### config.mk
export PLATFORM = sky130hd
export DESIGN_NAME = hazard_ctrl
export DESIGN_NICKNAME = d
export VERILOG_FILES = /design/src/rtl/pipe_ctrl_pkg.sv /design/src/rtl/load_use_detect.sv /design/src/rtl/hazard_ctrl.sv
export SDC_FILE = /design/constraint.sdc
export NUM_CORES = 1
export LEC_CHECK = 0
export ABC_CLOCK_PERIOD_IN_PS = 3000
export CAP_MARGIN = 20
export CELL_PAD_IN_SITES_DETAIL_PLACEMENT = 1
export CELL_PAD_IN_SITES_GLOBAL_PLACEMENT = 1
export CORE_MARGIN = 2
export CORE_UTILIZATION = 26
export CTS_BUF_LIST = sky130_fd_sc_hd__clkbuf_16
export CTS_CLUSTER_DIAMETER = 50
export DETAILED_ROUTE_END_ITERATION = 8
export GPL_TIMING_DRIVEN = 0
export HOLD_SLACK_MARGIN = 0.08
export PLACE_DENSITY = 0.77
export SLEW_MARGIN = 20
export SYNTH_ARGS = -nofsm -noshare
export SYNTH_HDL_FRONTEND = slang
export SYNTH_SLANG_ARGS = --single-unit
### constraint.sdc
create_clock -name clk -period 3 [get_ports clk]
set_clock_uncertainty 0.1 [all_clocks]
set_input_delay 0.9 -clock clk [delete_from_list [all_inputs] [get_ports clk]]
set_output_delay 0.9 -clock clk [all_outputs]
set_load 0.005 [all_outputs]
### src/rtl/pipe_ctrl_pkg.sv
// Shared encodings for the pipeline control blocks: writeback select,
// CP0 operation codes and the hazard controller state.
package pipe_ctrl_pkg;

    localparam logic [1:0] MEMTOREG_LOAD = 2'd1;

    localparam logic [2:0] CP0OP_NONE    = 3'b000;
    localparam logic [2:0] CP0OP_ERET    = 3'b011;
    localparam logic [2:0] CP0OP_SYSCALL = 3'b100;

    typedef enum logic [1:0] {
        RUN       = 2'd0,
        MDU_WAIT  = 2'd1,
        EXC_FLUSH = 2'd2
    } hz_state_e;

endpackage

### src/rtl/load_use_detect.sv
// Flags an ID instruction that reads the destination of a load still in EX.
module load_use_detect
    import pipe_ctrl_pkg::*;
(
    input  logic [4:0] id_ra,
    input  logic [4:0] id_rb,
    input  logic       id_useA,
    input  logic       id_useB,
    input  logic [4:0] ex_rw,
    input  logic       ex_regWr,
    input  logic [1:0] ex_memtoreg,
    output logic       load_use
);

    // $zero is never a real dependency
    assign load_use = ex_regWr && (ex_memtoreg == MEMTOREG_LOAD) && (ex_rw != 5'd0) &&
                      ((id_useA && (id_ra == ex_rw)) || (id_useB && (id_rb == ex_rw)));

endmodule

### src/rtl/hazard_ctrl.sv
// Stall/flush controller: load-use bubbles, control-transfer flushes,
// multi-cycle MDU stalls and CP0 exception/eret squashes.
module hazard_ctrl
    import pipe_ctrl_pkg::*;
#(
    parameter int MDU_CYCLES       = 4,
    parameter int EXC_FLUSH_CYCLES = 2
) (
    input  logic       clk,
    input  logic       rst_n,
    input  logic [4:0] id_ra,
    input  logic [4:0] id_rb,
    input  logic       id_useA,
    input  logic       id_useB,
    input  logic [4:0] ex_rw,
    input  logic       ex_regWr,
    input  logic [1:0] ex_memtoreg,
    input  logic       ex_branch_taken,
    input  logic       ex_jump_taken,
    input  logic       ex_mdu_start,
    input  logic [2:0] ex_cp0op,
    output logic       pc_stall,
    output logic       ifid_stall,
    output logic       ifid_flush,
    output logic       hazard,
    output logic       BranchBubble,
    output logic [1:0] cp0bubble,
    output logic       mdu_busy
);

    localparam int MAX_CYC = (MDU_CYCLES > EXC_FLUSH_CYCLES) ? MDU_CYCLES : EXC_FLUSH_CYCLES;
    localparam int CNT_W   = $clog2(MAX_CYC + 1);
    localparam logic [CNT_W-1:0] MDU_LOAD = CNT_W'(MDU_CYCLES - 1);
    localparam logic [CNT_W-1:0] EXC_LOAD = CNT_W'(EXC_FLUSH_CYCLES - 1);

    hz_state_e        state, state_nxt;
    logic [CNT_W-1:0] cnt, cnt_nxt;
    logic             load_use, exc, xfer;

    load_use_detect u_lud (
        .id_ra      (id_ra),
        .id_rb      (id_rb),
        .id_useA    (id_useA),
        .id_useB    (id_useB),
        .ex_rw      (ex_rw),
        .ex_regWr   (ex_regWr),
        .ex_memtoreg(ex_memtoreg),
        .load_use   (load_use)
    );

    assign exc  = (ex_cp0op == CP0OP_ERET) || (ex_cp0op == CP0OP_SYSCALL);
    assign xfer = ex_branch_taken || ex_jump_taken;

    always_ff @(posedge clk or negedge rst_n) begin
        if (!rst_n) begin
            state <= RUN;
            cnt   <= '0;
        end else begin
            state <= state_nxt;
            cnt   <= cnt_nxt;
        end
    end

    // cnt holds the stall cycles still owed after the current one; the RUN
    // cycle that triggers a sequence is itself the first squashed cycle.
    always_comb begin
        state_nxt    = state;
        cnt_nxt      = cnt;
        pc_stall     = 1'b0;
        ifid_stall   = 1'b0;
        ifid_flush   = 1'b0;
        hazard       = 1'b0;
        BranchBubble = 1'b0;
        cp0bubble    = 2'd0;
        mdu_busy     = 1'b0;
        case (state)
            RUN: begin
                if (exc) begin
                    cp0bubble  = 2'd1;
                    ifid_flush = 1'b1;
                    hazard     = 1'b1;
                    if (EXC_FLUSH_CYCLES > 1) begin
                        state_nxt = EXC_FLUSH;
                        cnt_nxt   = EXC_LOAD;
                    end
                end else begin
                    if (xfer) begin
                        BranchBubble = 1'b1;
                        ifid_flush   = 1'b1;
                    end
                    if (ex_mdu_start) begin
                        // a flushing transfer owns IF/ID this cycle; the stall starts next cycle
                        if (!xfer) begin
                            pc_stall   = 1'b1;
                            ifid_stall = 1'b1;
                            hazard     = 1'b1;
                            mdu_busy   = 1'b1;
                        end
                        if (MDU_CYCLES > 1) begin
                            state_nxt = MDU_WAIT;
                            cnt_nxt   = MDU_LOAD;
                        end
                    end else if (load_use && !xfer) begin
                        pc_stall   = 1'b1;
                        ifid_stall = 1'b1;
                        hazard     = 1'b1;
                    end
                end
            end
            MDU_WAIT: begin
                pc_stall   = 1'b1;
                ifid_stall = 1'b1;
                hazard     = 1'b1;
                mdu_busy   = 1'b1;
                cnt_nxt    = cnt - 1'b1;
                if (cnt_nxt == '0) state_nxt = RUN;
            end
            EXC_FLUSH: begin
                cp0bubble  = 2'd1;
                ifid_flush = 1'b1;
                hazard     = 1'b1;
                cnt_nxt    = cnt - 1'b1;
                if (cnt_nxt == '0) state_nxt = RUN;
            end
            default: begin
                state_nxt = RUN;
                cnt_nxt   = '0;
            end
        endcase
    end

endmodule

# --- Word-level counts from Yosys, hierarchy flattened ---
# Cells that the tools add are included.
# W data, S select, Z words.
totals:
  reg_bits: 5
  latch_bits: 0
  ram_bits: 0
  rom_bits: 0
  input_bits: 28
  output_inout_bits: 8
  elab_cells: 51
  mem_count: 0
classes:
  n_addsub: 1
  multipliers: 0
  div_mod_pow: 0
  n_lt_le_gt_ge: 0
  eq_ne: 9
  n_shift: 0
  mux: 24
  n_bitwise: 0
  reduce_logical: 15
ops:
  columns: ["op", "n"]
  rows:
  - ["$mux W1", 12]
  - ["$eq A5 B5 Y1", 2]
  - ["$pmux W1 S2", 5]
  - ["$logic_and A1 B1 Y1", 6]
  - ["$mux W2", 3]
  - ["$mux W3", 2]
  - ["$pmux W3 S2", 1]
  - ["$reduce_bool A5 Y1", 1]
  - ["$eq A2 B1 Y1 const B", 2]
  - ["$pmux W2 S2", 1]
  - ["$eq A3 B2 Y1 const B", 1]
  - ["$eq A3 B3 Y1 const B", 1]
  - ["$logic_not A3 Y1", 1]
  - ["$logic_or A1 B1 Y1", 3]
  - ["$ne A3 B3 Y1 const B", 1]
  - ["$sub A3 B1 Y3 const B", 1]
  - ["$eq A2 B2 Y1 const B", 1]
  - ["$logic_not A2 Y1", 1]
  - ["$ne A2 B1 Y1 const B", 1]
  - ["$reduce_and A2 Y1", 1]
  - ["$reduce_or A2 Y1", 1]
  - ["$logic_not A1 Y1", 1]

# --- Longest topological paths before layout ---
logic_depth:
  word_depth: 9
  ltp_mapped: 7

# --- Modules after synthesis ---
# A second synthesis with hierarchy kept.
hier_totals:
  hier_cells: 82
  hier_area_um2: 683.2
by_module_without_submodules:
  columns: ["mod", "n_inst", "cells_each", "area_each_um2"]
  rows:
  - ["hazard_ctrl", 1, 63, 541.8]
  - ["load_use_detect", 1, 19, 141.4]

# --- Least setup slack after synthesis ---
# Ideal clock, no wire load.
synth_timing:
  kind: "input-to-output"
  from: "input port ex_cp0op[2]"
  to: "output port pc_stall"
  arrival_ns: 2.012
  t_required_ns: 2.000
  slack_ns: -0.012
  stages: 5
  path_buffers: 1
  path_cell_list: "and3b_4 -> or3_4 -> or2_1 -> o21bai_1 -> buf_4"
synth_via:
  elab_chain_cells: 4
  elab_cells_between_ends: 5
  cone_classes: "2 x eq/ne; 2 x mux; 1 x reduce/logical"
synth_lines:
  columns: ["element", "line_no", "rtl"]
  rows:
  - ["start, declared", "hazard_ctrl.sv:21", "input logic [2:0] ex_cp0op,"]
  - ["$eq A3 B2 Y1 or $eq A3 B3 Y1 (tied branches)", "hazard_ctrl.sv:51", "assign exc = (ex_cp0op == CP0OP_ERET) || (ex_cp0op == CP0OP_SYSCALL);"]
  - ["$logic_or A1 B1 Y1 (*)", "hazard_ctrl.sv:51", null]
  - ["$mux W1 (*)", null, null]
  - ["$pmux W1 S2 (*)", null, null]
  - ["end, declared", "hazard_ctrl.sv:22", "output logic pc_stall,"]
# Every way passes the cells marked *; elsewhere a longest branch is shown, timed or not.

# --- Final worst setup path ---
layout_timing:
  from: "input port ex_rw[4]"
  to: "output port pc_stall"
layout_via:
  elab_chain_cells: 9
  elab_cells_between_ends: 13
  cone_classes: "2 x eq/ne; 4 x mux; 7 x reduce/logical"
layout_lines:
  columns: ["element", "line_no", "rtl"]
  rows:
  - ["start, declared", "hazard_ctrl.sv:15", "input logic [4:0] ex_rw,"]
  - ["$eq A5 B5 Y1", "load_use_detect.sv:17", "((id_useA && (id_ra == ex_rw)) || (id_useB && (id_rb == ex_rw)));"]
  - ["$logic_and A1 B1 Y1", "load_use_detect.sv:17", null]
  - ["$logic_or A1 B1 Y1", "load_use_detect.sv:17", null]
  - ["$logic_and A1 B1 Y1 (*)", "load_use_detect.sv:16", "assign load_use = ex_regWr && (ex_memtoreg == MEMTOREG_LOAD) && (ex_rw != 5'd0) &&"]
  - ["$logic_and A1 B1 Y1 (*)", "hazard_ctrl.sv:103", "end else if (load_use && !xfer) begin"]
  - ["$mux W1 (*)", "hazard_ctrl.sv:103", null]
  - ["$mux W1 (*)", "hazard_ctrl.sv:91", "if (ex_mdu_start) begin"]
  - ["$mux W1 (*)", "hazard_ctrl.sv:78", "if (exc) begin"]
  - ["$pmux W1 S2 (*)", "hazard_ctrl.sv:76", "case (state)"]
# Marks and branches as above.

==> qor.yml <==
fin_crit_sh: 1.07
cp_slowest_stage_delay_ns: 0.52
drt_pre_antenna_iters: 2
yosysWarnings: 0
antenna_found_initial: 0
clkPwrFrac: 0.242
arrival_ns: 2.22
crit_chain: "buf_8 > or4_4 > o211ai_1 > or2_1 > o21bai_2 > buf_4 > buf_6"
clk_pin_slew_ns: 0.03
comb_power_share: 0.621
gp_congestion: 0.837
track_usage: 0.170
cp_num_cells: 7
path_buf_inv: 3
dpl_cell_area_um2: 1000
antennaDiodeCount: 0
initial_core_util: 0.280
die-area_um2: 2810
holdWs_ns: 0.423
netlist_instances: 74
synth_nets: 108
crit_required_ns: 2.00
grt-ovfl-total: 0
swShare: 0.358
num-nets-final: 156
drt_iter0_drc: 2
synth_cell_types: 33
vdd_ir_drop_max_uv: 569
rows: 17
async_reset_ff_frac: 1.00
final_cells: 149
seq_power_share: 0.138
final_area_um2: 1190
io-pin-count: 36
avgSynthCellArea_um2: 8.45
cp_slowest_cell: "or4_4"
power.leakage_nw: 0.571
vias_per_cell: 4.95
yosysMostFrequentCell: "xor2_1"
drv_cap: 0
layout-drive-gt1-share: 0.364
hp-class: "reg2reg"
cts_max_path_buffers: 2
portBuffers: 34
grt_pass1_vias: 810
dp.cells: 136
wire_per_inst_um: 15.2
synthTopCellsByCount: "8 x xor2_1, 7 x nor2_1, 6 x ha_1, 6 x inv_1, 5 x dfrtp_1"
ys_seq_elements: 5
period_needed_ns: 3.22
reg2reg_depth: 6
crit_path_start_kind: "primary input"
place_ws_ns: -1.03
yosysSeqAreaShare: 0.200
cts.sink_count: 5
clk_latency_ns: 0.22
coreArea_um2: 2230
power_density_nw_per_um2: 740
path_max_fanout: 2
syn_area_um2: 626
fin_ws_ns: -0.223
worstSetupEndpointType: "primary output"
holdBufCountCts: 0
crit_type: "in2out"
root_buffer: "clkbuf_16"
drv_slew: 0
failed_checks: "negative setup slack"
min_path_cells: 1
place_hpwl_um: 1600
fmax_mhz: 310
outcome: "finished with violations"
synth-edff-count: 0
die_y_um: 53.1
htree_levels: 1
synth.area.top_cells: "dfrtp_1 20%, ha_1 12%, xor2_1 11%"
synth_area_leader_cell: "dfrtp_1"
drtAntennaViolNets: 0
hold_viol: 0
worstMarginPinSlew_ns: 0.620
grt_pass1_wl_um: 3520
finalSetupViolCount: 3
synth_top_area_share: 0.200
rsz0062_at_grt: "true"
intPower_uw: 565
area_growth_pct: 90.2
synth-main-ff-cell: "dfrtp_1"
wirelength_um: 2270
power_uw: 880
grt_max_degree: 8
vias: 738
path_delay_family: "simple AND/OR/NAND/NOR gates"
cts_tree: "yes"
slew_headroom: 0.583
switchingPower_uw: 315
numCtsBuffers: 3
drcViolationCount: 0
dieWidth_um: 53.1
-- state kept, by name, summed over array words and instances, names as in the netlist --
| register | flops |
|---|---|
| cnt | 3 |
| state | 2 |
-- layer usage --
layer	track usage	vias up	wire length, um
met2	0.358	26	1290
met4	0.0385	0	0
met5	0	-	0
li1	-	355	-
met1	0.166	357	797
met3	0.0282	0	179
-- repair_timing --
action,4_1_cts,5_1_grt
endpoints found under the setup margin,7,5
pin swaps,15,11
gates resized for setup,77,17
setup buffers,8,1
-- layout make-up --
class                   instances  area, um^2
plain buffers                   2        15.0
clock buffers                   3        75.1
clock inverters                 1        3.75
fillers                       267        1040
inverters                       6        22.5
multi-input cells              61         533
flip-flops and latches          5         125
well taps                      28        35.0
repair buffers                 43         380
-- path summary, 6_finish.rpt --
path | from | to | slack [ns]
worst min-delay path | cnt[2] | cnt[2] | 0.42
max in group asynchronous | rst_n | state[1] | 1.82
worst max-delay path | ex_rw[4] | pc_stall | -0.22
worst min register to register | cnt[2] | cnt[2] | 0.42
worst max register to register | state[1] | cnt[2] | 0.97
min in group asynchronous | rst_n | cnt[2] | 0.79
-- cell usage in the layout (no fill, tap or decap), types with 3 or more instances in the layout --
cell type	instances
ha_1	5
clkdlybuf4s15_1	3
buf_6	5
buf_2	7
nand2b_1	3
dlygate4sd2_1	9
clkbuf_16	3
nor2_1	7
xor2_1	8
dfrtp_1	5
buf_4	10
clkdlybuf4s50_1	5
o21ai_0	4
inv_1	7
-- cells by family (layout without fill, tap and decap cells) --
family / after synthesis / count (layout) / share of synthesized area
adder cells (fa/ha/maj): 6 / 6 / 0.120
multiplexers: 1 / 1 / 0.0160
other: 1 / 1 / 0.00599
AND/OR/NAND/NOR: 25 / 25 / 0.252
AO/OA/AOI/OAI: 18 / 18 / 0.206
flip-flops: 5 / 5 / 0.200
buffers and inverters: 8 / 55 / 0.0600
XOR/XNOR: 10 / 10 / 0.140
-- per-stage QoR --
stage	setup TNS [ns]	util
2_1_floorplan	-0.0116	-
3_3_place_gp	-4.98	0.448
3_5_place_dp	-5.14	0.448
4_1_cts	-0.513	0.513
5_1_grt	-0.699	0.533
6_report	-0.489	0.533
-- power groups by stage --
stage	Combinational, mW	Sequential [mW]	Clock (mW)
floorplan	0.268	0.115	0
global placement	0.459	0.121	0
detailed placement	0.471	0.122	0
CTS	0.510	0.122	0.218
global route	0.599	0.128	0.223
finish	0.546	0.121	0.213
No activity file was read; power rests on OpenSTA's default activity.
